--- src/rtl/mult_seq_ctrl.sv ---
// Sequencing controller for the shift-add multiplier: drives B-register and accumulator strobes.
// Optional macro MULT_DONE_HOLD_EN adds an ack input and holds done until acknowledged.
//
// state | meaning
// IDLE  | waiting for start, all strobes low
// LOAD  | load B from db, clear accumulator, reset iteration count
// TEST  | wait one cycle for qb0 to settle, then choose add or skip
// ADD   | add multiplicand into accumulator
// SHIFT | shift A:carry and B right, count one iteration
// DONE  | product valid
module mult_seq_ctrl #(
   parameter  int WIDTH = 4,
   localparam int CW    = $clog2(WIDTH + 1)
) (
   input  logic          clk,
   input  logic          clr,
   input  logic          start,
   input  logic          qb0,
`ifdef MULT_DONE_HOLD_EN
   input  logic          ack,
`endif
   output logic          ldb,
   output logic          shb,
   output logic          clra,
   output logic          adda,
   output logic          sha,
   output logic          busy,
   output logic          done,
   output logic [CW-1:0] iter
);

   typedef enum logic [2:0] {
      IDLE  = 3'd0,
      LOAD  = 3'd1,
      TEST  = 3'd2,
      ADD   = 3'd3,
      SHIFT = 3'd4,
      DONE  = 3'd5
   } state_t;

   localparam logic [CW-1:0] ITER_MAX  = CW'(WIDTH);
   localparam logic [CW-1:0] ITER_LAST = CW'(WIDTH - 1);

   state_t        state, state_nxt;
   logic [CW-1:0] iter_q;

   always_ff @(posedge clk or posedge clr) begin
      if (clr) begin
         state <= IDLE;
      end else begin
         state <= state_nxt;
      end
   end

   // Saturating iteration count; never wraps past WIDTH.
   always_ff @(posedge clk or posedge clr) begin
      if (clr) begin
         iter_q <= '0;
      end else if (state == LOAD) begin
         iter_q <= '0;
      end else if ((state == SHIFT) && (iter_q != ITER_MAX)) begin
         iter_q <= iter_q + 1'b1;
      end
   end

   always_comb begin
      state_nxt = state;
      ldb       = 1'b0;
      clra      = 1'b0;
      adda      = 1'b0;
      shb       = 1'b0;
      sha       = 1'b0;
      busy      = 1'b1;
      done      = 1'b0;
      case (state)
         IDLE: begin
            busy = 1'b0;
            if (start) state_nxt = LOAD;
         end
         LOAD: begin
            ldb       = 1'b1;
            clra      = 1'b1;
            state_nxt = TEST;
         end
         TEST: begin
            state_nxt = qb0 ? ADD : SHIFT;
         end
         ADD: begin
            adda      = 1'b1;
            state_nxt = SHIFT;
         end
         SHIFT: begin
            shb       = 1'b1;
            sha       = 1'b1;
            state_nxt = (iter_q == ITER_LAST) ? DONE : TEST;
         end
         DONE: begin
            done = 1'b1;
`ifdef MULT_DONE_HOLD_EN
            if (ack) state_nxt = IDLE;
`else
            state_nxt = IDLE;
`endif
         end
         default: begin
            busy      = 1'b0;
            state_nxt = IDLE;
         end
      endcase
   end

   assign iter = iter_q;

endmodule

--- config.mk ---
export PLATFORM = sky130hd
export DESIGN_NAME = mult_seq_ctrl
export DESIGN_NICKNAME = d
export VERILOG_FILES = /design/src/rtl/mult_seq_ctrl.sv
export SDC_FILE = /design/constraint.sdc
export NUM_CORES = 1
export LEC_CHECK = 0
export BUFFER_PORTS_ARGS = -buffer_cell sky130_fd_sc_hd__buf_2
export CAP_MARGIN = 0
export CORE_AREA = 3 3 45 47
export DETAILED_ROUTE_END_ITERATION = 16
export DIE_AREA = 0 0 48 50
export PLACE_DENSITY = 0.53
export SLEW_MARGIN = 10
export SYNTH_ARGS = -nofsm -noshare
export SYNTH_HDL_FRONTEND = slang
export SYNTH_SLANG_ARGS = --single-unit
--- constraint.sdc ---
create_clock -name clk -period 1.44 [get_ports clk]
set_input_delay 0.288 -clock clk [delete_from_list [all_inputs] [get_ports clk]]
set_output_delay 0.288 -clock clk [all_outputs]
set_load 0.02 [all_outputs]
==> impl_results.md <==
* TritonCTS clock tree: built
* Post-Route WL at 938 µm
* Clock skew at 0.00189 ns
* I/O Buffers at 13
* Number of CTS-inserted buffers at 3
* Share of cells above drive strength 1 at 49.2%
* Remaining DRCs at 0
* Die height at 50 µm
* Worst reg2reg setup slack at 0.12 ns
* Starting density of the core at 23.6%
* Worst-Margin Slew at 0.230 ns
* DPL Wire Length at 701 µm
* Setup crit start kind: flop
* Routed vias at 382
* Tightest hold margin at 0.330 ns
* Setup WS post-layout at -0.0929 ns
* # IOs at 14
* Routed Antenna Nets at 0
* Syn_area_per_cell at 9.07 µm²
* WP data arrival at 1.24 ns
* Placed Cells at 75
* Synthesis Warnings at 0
* H-tree depth at 1
* Initial antenna violation count at 0
* Pre-CTS WS at 0.0970 ns
* Fin cells at 82
* HP Class: primary input to flop
* Slew HR at 84.5%
* Final setup violation count at 5
* Core Region at 1690 µm²
* Die Area at 2400 µm²
* Synthesized Nets at 51
* Drt initial violations at 9
* Register area share after synthesis at 37.6%
* Crit path kind: flop to output pin
* Distinct cells, synth at 23
* Violated checks: setup timing
* Crit Reg-Reg Startpoint: state[0]
* Max-cap viol count at 0
* Layout area overhead at 51.7%
* Synth top area cells: dfrtp_1 (38%), ha_1 (9.4%), inv_1 (6.6%)
* Pwr Density at 2130 nW/µm²
* Clk sink count at 6
* Total Power at 1.29 mW
* Maximum VDD drop at 0.826 mV
* Rows at 15
* CP endpoint kind: output pin
* Clk pin slew, worst setup/hold paths at 0.04 ns
* Status: complete, but fails checks
* CTS root buffer: clkbuf_4
* Post-synthesis cell area at 399 µm²
* Die width at 48 µm
* Synth top area share at 37.6%
* Drt first pass iters at 4
* Crit path capture: clra
* Final hold vios at 0
* RD Place Congestion at 0.761
* CP Launch Point: state[2]
* Final min period at 1.53 ns
* Via/cell ratio at 4.66
* Crit Path Max Fanout at 3
* WL/cell at 11.4 µm
* Antenna diodes at 0
* Static leakage at 0.301 nW
* Fmax at 0.652 GHz
* Clock latency on the worst-skew pair at 0.24 ns
* Yosys reg bits at 6
* Final Max Tran Viols at 0
* Number of global-route vias before repair at 367
* Grt ovf at 0
* Post-synth top area cell: dfrtp_1
* RSZ-0062 raised after global routing: true
* R2R depth at 4
* First-pass GRT wire length at 1.56 mm
* All-layer global routing usage at 8.99%
* Maximum clock path buffer count at 2
* Reg-to-reg endpoint: iter[2]
* # nets final at 74
* Final period util at 106%
* Required time of the worst setup path at 1.15 ns
* Synth Instances at 44
* Largest net degree at the start of global routing at 7
## per-layer routing
metal  vias to the layer above  track usage, %  part of all wire [%]
li1                        192               -                     -
met1                       181            12.2                    47
met2                         9            12.3                    47
met3                         0            2.19                   6.1
met4                         0            5.38                     0
met5                         -               0                     0
## power by group
part / internal, mW / leakage [nW] / total (mW) / switching [mW]
clock: 0.0942 / 0.0138 / 0.153 / 0.0589
sequential: 0.231 / 0.0791 / 0.290 / 0.0591
combinational: 0.409 / 0.208 / 0.847 / 0.439
## cells in the final DEF (no fill, tap or decap), types with 2 or more instances in the layout
| cell type | n |
|---|---|
| buf_6 | 6 |
| dfrtp_1 | 6 |
| or3b_4 | 2 |
| nand3_1 | 2 |
| nand2_1 | 4 |
| a21oi_1 | 2 |
| o21ai_1 | 2 |
| ha_1 | 3 |
| clkbuf_4 | 3 |
| inv_1 | 5 |
| inv_4 | 2 |
| buf_2 | 6 |
| buf_4 | 8 |
| nand2b_1 | 2 |
## final cells by class
cell class / instances / area, µm²
Clock buffer: 3 / 22.5
Inverter: 8 / 40.0
Fill cell: 174 / 1080
Timing Repair Buffer: 21 / 168
Sequential cell: 6 / 150
Multi-Input combinational cell: 27 / 204
Tap cell: 17 / 21.3
## cells in the mapped netlist, drive strengths merged
library cell  n
a21oi         3
inv           7
clkinv        1
nand3         2
nand2         4
nand2b        2
nor3          1
o211ai        1
a32o          1
and3          1
dfrtp         6
a311oi        1
o2bb2ai       1
ha            3
o31ai         1
or3b          2
buf           3
nor2          1
o21ai         3
## kinds of logic after synthesis
| group | after synthesis | share of synthesized area [%] |
|---|---|---|
| buf+inv | 11 | 14.4 |
| flops | 6 | 37.6 |
| fa+ha+maj | 3 | 9.41 |
| compound gates | 11 | 20.4 |
| simple gates | 13 | 18.2 |
## worst min-delay path by stage
stage                      from  endpoint  depth (start not counted)
after global routing      start  state[0]                          3
after detailed placement    clr   iter[2]                          2
after global placement      clr  state[2]                          2
final                     start  state[0]                          3
after CTS                 start  state[0]                          3
after floorplan             clr   iter[0]                          1
## worst max-delay path: stages, from the launching register on
cell and delay, ns:
dfrtp_1 0.39, or3b_4 0.43, inv_4 0.08, buf_6 0.11
## per-stage QoR
step / setup TNS (ns) / utilization (%) / area (µm²)
floorplan: 0 / - / 402
global placement: 0 / 29.1 / 492
detailed placement: 0 / 29.1 / 492
CTS: -0.493 / 35.3 / 597
global route: -0.709 / 35.9 / 606
finish: -0.388 / 35.9 / 606
## what timing repair did
item                                   in CTS  in global routing
endpoints found under the hold margin       6                  0
setup endpoints to repair                   7                 10
buffers inserted                            3                  1
gates resized for setup                    18                  2
pin swaps                                   3                  3
hold buffers                                1                  0
## registers in the layout (all words and copies together), names as in the netlist
name and flops:
iter 3, state 3
(Power assumes the default switching activity.)
